<file path="src/rtl/foodfight_adc_if.sv">
// CPU-side bus of the Food Fight stick ADC: conversion request in, result and status out.
// The master is the CPU I/O decode and the slave is the ADC.
interface foodfight_adc_if;
  logic       START;
  logic [1:0] CH;
  logic [7:0] DOUT;
  logic [1:0] DCH;
  logic       EOC;

  modport master (
    output START,
    output CH,
    input  DOUT,
    input  DCH,
    input  EOC
  );

  modport slave (
    input  START,
    input  CH,
    output DOUT,
    output DCH,
    output EOC
  );
endinterface

</file>
<file path="src/rtl/foodfight_adc.sv">
// Multiplexed 8-bit stick ADC for the Food Fight core. It samples and holds one of the four
// stick positions, counts CEN ticks for the conversion, then presents the result with EOC.
module foodfight_adc #(
  parameter int unsigned CONV_TICKS = 64
) (
  input  logic            MCLK,
  input  logic            RESET,
  input  logic            CEN,
  input  logic [7:0]      AX0,
  input  logic [7:0]      AY0,
  input  logic [7:0]      AX1,
  input  logic [7:0]      AY1,
  foodfight_adc_if.slave  cpu
);

  typedef enum logic [1:0] {StIdle, StSample, StConvert} state_e;

  localparam logic [7:0] CntInit = 8'(CONV_TICKS - 1);

  state_e     state_q, state_d;
  logic [1:0] pend_ch_q, pend_ch_d;
  logic [7:0] hold_q, hold_d;
  logic [7:0] cnt_q, cnt_d;
  logic [7:0] dout_q, dout_d;
  logic [1:0] dch_q, dch_d;
  logic       eoc_q, eoc_d;
  logic [7:0] stick_sel;

  always_comb begin
    unique case (pend_ch_q)
      2'd0:    stick_sel = AX0;
      2'd1:    stick_sel = AY0;
      2'd2:    stick_sel = AX1;
      default: stick_sel = AY1;
    endcase
  end

  always_comb begin
    state_d   = state_q;
    pend_ch_d = pend_ch_q;
    hold_d    = hold_q;
    cnt_d     = cnt_q;
    dout_d    = dout_q;
    dch_d     = dch_q;
    eoc_d     = eoc_q;
    // A new request pre-empts whatever the CEN tick would have done in this cycle.
    if (cpu.START) begin
      pend_ch_d = cpu.CH;
      state_d   = StSample;
      eoc_d     = 1'b0;
    end else if (CEN) begin
      unique case (state_q)
        StSample: begin
          hold_d  = stick_sel;
          cnt_d   = CntInit;
          state_d = StConvert;
        end
        StConvert: begin
          if (cnt_q != 8'd0) begin
            cnt_d = cnt_q - 8'd1;
          end else begin
            dout_d  = hold_q;
            dch_d   = pend_ch_q;
            eoc_d   = 1'b1;
            state_d = StIdle;
          end
        end
        default: ;
      endcase
    end
  end

  always_ff @(posedge MCLK or posedge RESET) begin
    if (RESET) begin
      state_q   <= StIdle;
      pend_ch_q <= 2'd0;
      hold_q    <= 8'h00;
      cnt_q     <= 8'd0;
      dout_q    <= 8'h00;
      dch_q     <= 2'd0;
      eoc_q     <= 1'b1;
    end else begin
      state_q   <= state_d;
      pend_ch_q <= pend_ch_d;
      hold_q    <= hold_d;
      cnt_q     <= cnt_d;
      dout_q    <= dout_d;
      dch_q     <= dch_d;
      eoc_q     <= eoc_d;
    end
  end

  assign cpu.DOUT = dout_q;
  assign cpu.DCH  = dch_q;
  assign cpu.EOC  = eoc_q;

endmodule
</file>
<file path="src/flat_wrapper.sv">
// flat-port wrapper written by rule: the top's interface ports become plain ports
module foodfight_adc_flat 
#(
  parameter int unsigned CONV_TICKS = 64
)
  (MCLK, RESET, CEN, AX0, AY0, AX1, AY1, cpu_START, cpu_CH, cpu_DOUT, cpu_DCH, cpu_EOC);
  foodfight_adc_if cpu_i ();
  input  logic MCLK;
  input  logic RESET;
  input  logic CEN;
  input  logic [7:0] AX0;
  input  logic [7:0] AY0;
  input  logic [7:0] AX1;
  input  logic [7:0] AY1;
  input wire logic [$bits(cpu_i.START)-1:0] cpu_START;
  input wire logic [$bits(cpu_i.CH)-1:0] cpu_CH;
  output wire logic [$bits(cpu_i.DOUT)-1:0] cpu_DOUT;
  output wire logic [$bits(cpu_i.DCH)-1:0] cpu_DCH;
  output wire logic [$bits(cpu_i.EOC)-1:0] cpu_EOC;
  assign cpu_i.START = cpu_START;
  assign cpu_i.CH = cpu_CH;
  assign cpu_DOUT = cpu_i.DOUT;
  assign cpu_DCH = cpu_i.DCH;
  assign cpu_EOC = cpu_i.EOC;
  foodfight_adc #(.CONV_TICKS(CONV_TICKS)) u_core (.MCLK(MCLK), .RESET(RESET), .CEN(CEN), .AX0(AX0), .AY0(AY0), .AX1(AX1), .AY1(AY1), .cpu(cpu_i));
endmodule
</file>
<file path="config.mk">
export PLATFORM = sky130hd
export DESIGN_NAME = foodfight_adc_flat
export DESIGN_NICKNAME = d
export VERILOG_FILES = /design/src/rtl/foodfight_adc_if.sv /design/src/rtl/foodfight_adc.sv /design/src/flat_wrapper.sv
export SDC_FILE = /design/constraint.sdc
export NUM_CORES = 1
export LEC_CHECK = 0
export ABC_CLOCK_PERIOD_IN_PS = 5300
export BUFFER_PORTS_ARGS = -buffer_cell sky130_fd_sc_hd__buf_2
export CAP_MARGIN = 20
export CORE_AREA = 2 2 58 60
export CTS_BUF_LIST = sky130_fd_sc_hd__clkbuf_8 sky130_fd_sc_hd__clkbuf_16
export DETAILED_ROUTE_END_ITERATION = 10
export DIE_AREA = 0 0 60 62
export GPL_TIMING_DRIVEN = 0
export PLACE_DENSITY = 0.82
export SLEW_MARGIN = 20
export SYNTH_ARGS = -nofsm -noshare
export SYNTH_HDL_FRONTEND = slang
export SYNTH_SLANG_ARGS = --single-unit
</file>
<file path="constraint.sdc">
create_clock -name MCLK -period 5.3 [get_ports MCLK]
set_clock_uncertainty 0.05 [all_clocks]
set_input_delay 0.53 -clock MCLK [delete_from_list [all_inputs] [get_ports MCLK]]
set_output_delay 0.53 -clock MCLK [all_outputs]
set_load 0.02 [all_outputs]
</file>
==> qor.csv <==
stage,metric,value,unit
run_status,status,"finished, final reports clean",
cts,post-CTS sizing,0,
pwr,maximum vdd drop,0.203,mV
final_layout,Final Core Density,64.5,%
synth,main flop type after synthesis,dfrtp_1,
cts,H-tree depth,2,
place,PortBufs,48,
cts,CTS tree,done,
synth,synth top area cells,"dfrtp_1, mux4_2, mux2_4",
worst_setup_path,Worst setup SP type,flip-flop,
synth,syn_area_per_cell,13.4,µm²
pwr,sequential share of power,50.0,%
global_route,GRT Overall Usage,18.6,%
sta,final critical-path share of the clock period,36.9,%
final_layout,synthesis-to-layout area growth,24.6,%
worst_setup_path,crit path max fanout,10,
routing,via count,1219,
synth,"FFs w/ async S/R, synth",100,%
routing,drt drc,0,
synth,top-count cell post-synth,dfrtp_1,
synth,#FFs+latches synth,31,
routing,final wirelength,3370,µm
cts,"Hold-fix buffers, CTS",0,
cts,Num CTS Buffers,5,
pwr,combinational share of power,21.1,%
synth,post-synth top area cell,dfrtp_1,
cts,postcts setup bufs,0,
floorplanning,starting density of the core,51.8,%
sta,total negative slack,0,ns
sta,fin crit period,1.95,ns
synth,Synth Net Count,163,
flow_run,Max Cap Viol,0,
routing,drt wl/cell,14.9,µm
worst_hold_path,Hold Crit Class,in2async,
worst_setup_path,CP Data Required Time,5.42,ns
floorplanning,I/O pin count,49,
synth,sequential element share of the synthesized area,47.2,%
final_layout,ant diodes,0,
global_route,number of global-route vias before repair,1156,
worst_setup_path,CP Data Arrival Time,2.07,ns
synth,YS warnings,0,
routing,DRT iter0 DRCs,28,
final_layout,Fill cells,256,
sta,worst-margin pin slew,0.635,ns
global_route,first-pass GRT wire length,4990,µm
pwr,Sw Ratio,26.9,%
worst_setup_path,internal reg-to-reg setup slack,3.35,ns
cts,clock tree root driver cell,clkbuf_8,
sta,Fmax,512,MHz
floorplanning,die area,0.00372,mm²
cts,clock transition at the registers of the reported paths,0.06,ns
global_route,initial antenna violation count,0,
routing,ANT nets after route,0,
global_route,largest net degree at the start of global routing,18,
synth,post-synthesis cell area,0.00165,mm²
synth,post-synth top area share,45.6,%
final_layout,share of post-route cells with drive strength above 1,52.8,%
synth,Unique masters post-synth,38,
cts,CTS Sinks,31,
floorplanning,die height,62,µm
place,DP HPWL,2670,µm
cts,Clock Path Buffers,2,
routing,First-pass DRT Iterations,4,
sta,Pins Over Slew Limit,0,
floorplanning,DIE WIDTH,60,µm
worst_setup_path,crit path kind,reg2reg,
floorplanning,std cell rows,21,
pwr,net switching power,156,µW
sta,unrepaired setup endpoints after global routing,no,
final_layout,Post-layout nets,219,
worst_setup_path,worst r2r dst,u_core.cpu.DOUT[6],
worst_setup_path,Reg-to-Reg Start,u_core.cnt_q[0],
cts,worst skew pair latency,0.28,ns
pwr,Leak,0.00100,µW
sta,Final Hold Vio Count,0,
pwr,Internal,425,µW
floorplanning,core region area,0.00318,mm²
sta,final setup vio count,0,
sta,Worst slew margin,57.6,%
pwr,clock share of power,28.9,%
routing,vias per cell,5.39,
pwr,PD cells,283,mW/mm²
global_route,GR Overflow Total,0,
synth,cell count after synthesis,123,
place,Placer Congestion,0.824,
synth,Post-synth EDFFs,0,
synth,"top cells by count, synth","dfrtp_1, mux2_2, mux2_4",
worst_setup_path,CP endpoint kind,flip-flop,
worst_setup_path,worst r2r path cells,7,
[power by group through the flow]
stage,Clock [µW],Combinational (µW),Sequential (µW)
floorplan,0,90.5,288
global placement,0,115,291
detailed placement,0,123,294
CTS,174,124,290
global route,185,135,294
finish,168,123,290
[critical path: stages, from the launching register on]
cell,delay (ns)
dfrtp_1,0.42
inv_1,0.12
ha_1,0.16
nor3b_2,0.27
and2_4,0.23
nand3_2,0.10
buf_6,0.19
mux2_4,0.30
[logic make-up after synthesis]
family / after synthesis / synth area share [%]
buf+inv: 14 / 4.33
mux: 28 / 26.7
flops: 31 / 47.2
fa+ha+maj: 2 / 1.52
compound gates: 21 / 8.82
simple gates: 27 / 11.4
[per-stage QoR]
stage	hold slack, ns	setup WS [ns]	area (µm²)	total power (µW)	instances
after floorplan	0.428	3.54	1650	378	123
after global placement	0.417	3.38	1940	406	217
after detailed placement	0.428	3.35	1970	417	218
after CTS	0.286	3.35	2050	588	226
after global routing	0.323	3.26	2050	614	226
final	0.272	3.35	2050	581	226
[how the worst max path moves through the flow]
stage / startpoint / to / depth (start not counted)
floorplan: u_core.cnt_q[0] / u_core.cpu.DCH[0] / 7
global placement: cpu_START / u_core.hold_q[0] / 5
global route: u_core.cnt_q[0] / u_core.cpu.DCH[0] / 7
CTS: u_core.cnt_q[0] / u_core.cpu.DOUT[6] / 7
detailed placement: cpu_START / u_core.cnt_q[5] / 5
finish: u_core.cnt_q[0] / u_core.cpu.DOUT[6] / 7
[registers in the layout, summed over array words and instances (netlist names)]
register          count
u_core.cpu.EOC        1
u_core.cpu.DOUT       8
u_core.pend_ch_q      2
u_core.cpu.DCH        2
u_core.hold_q         8
u_core.cnt_q          8
u_core.state_q        2
[layout make-up]
type                    count  area, µm²  share of cell area [%]
multi-input cells          78        797                    38.9
plain buffers               6       41.3                    2.01
flip-flops and latches     31        777                    37.9
repair buffers             49        268                    13.1
well taps                  46       57.6                    2.81
inverters                   8       30.0                    1.46
clock buffers               5       68.8                    3.36
clock inverters             3       11.3                   0.549
[cells in the final DEF (no fill, tap or decap), drive strengths merged]
cell type,n
nand3b,1
clkbuf,6
nand2,3
dfstp,1
nor3b,1
o22a,2
or3,1
nand2b,1
o21ai,5
o221ai,1
mux4,8
or4,1
and3,1
and2,1
inv,11
a32oi,1
a31oi,3
nor4b,1
a21oi,3
o211ai,1
dfrtp,30
o31ai,2
nor2,5
nand3,4
or2b,2
nand4,2
mux2,20
ha,2
o21a,2
nor2b,1
buf,54
a32o,1
nor3,2
[layer usage]
| layer | global-route usage [%] | wire length (µm) |
|---|---|---|
| met1 | 22.1 | 1330 |
| met2 | 31.2 | 1870 |
| met3 | 5.59 | 110 |
| met4 | 8.57 | 56 |
| met5 | 0 | 0 |
(Power assumes the default switching activity.)
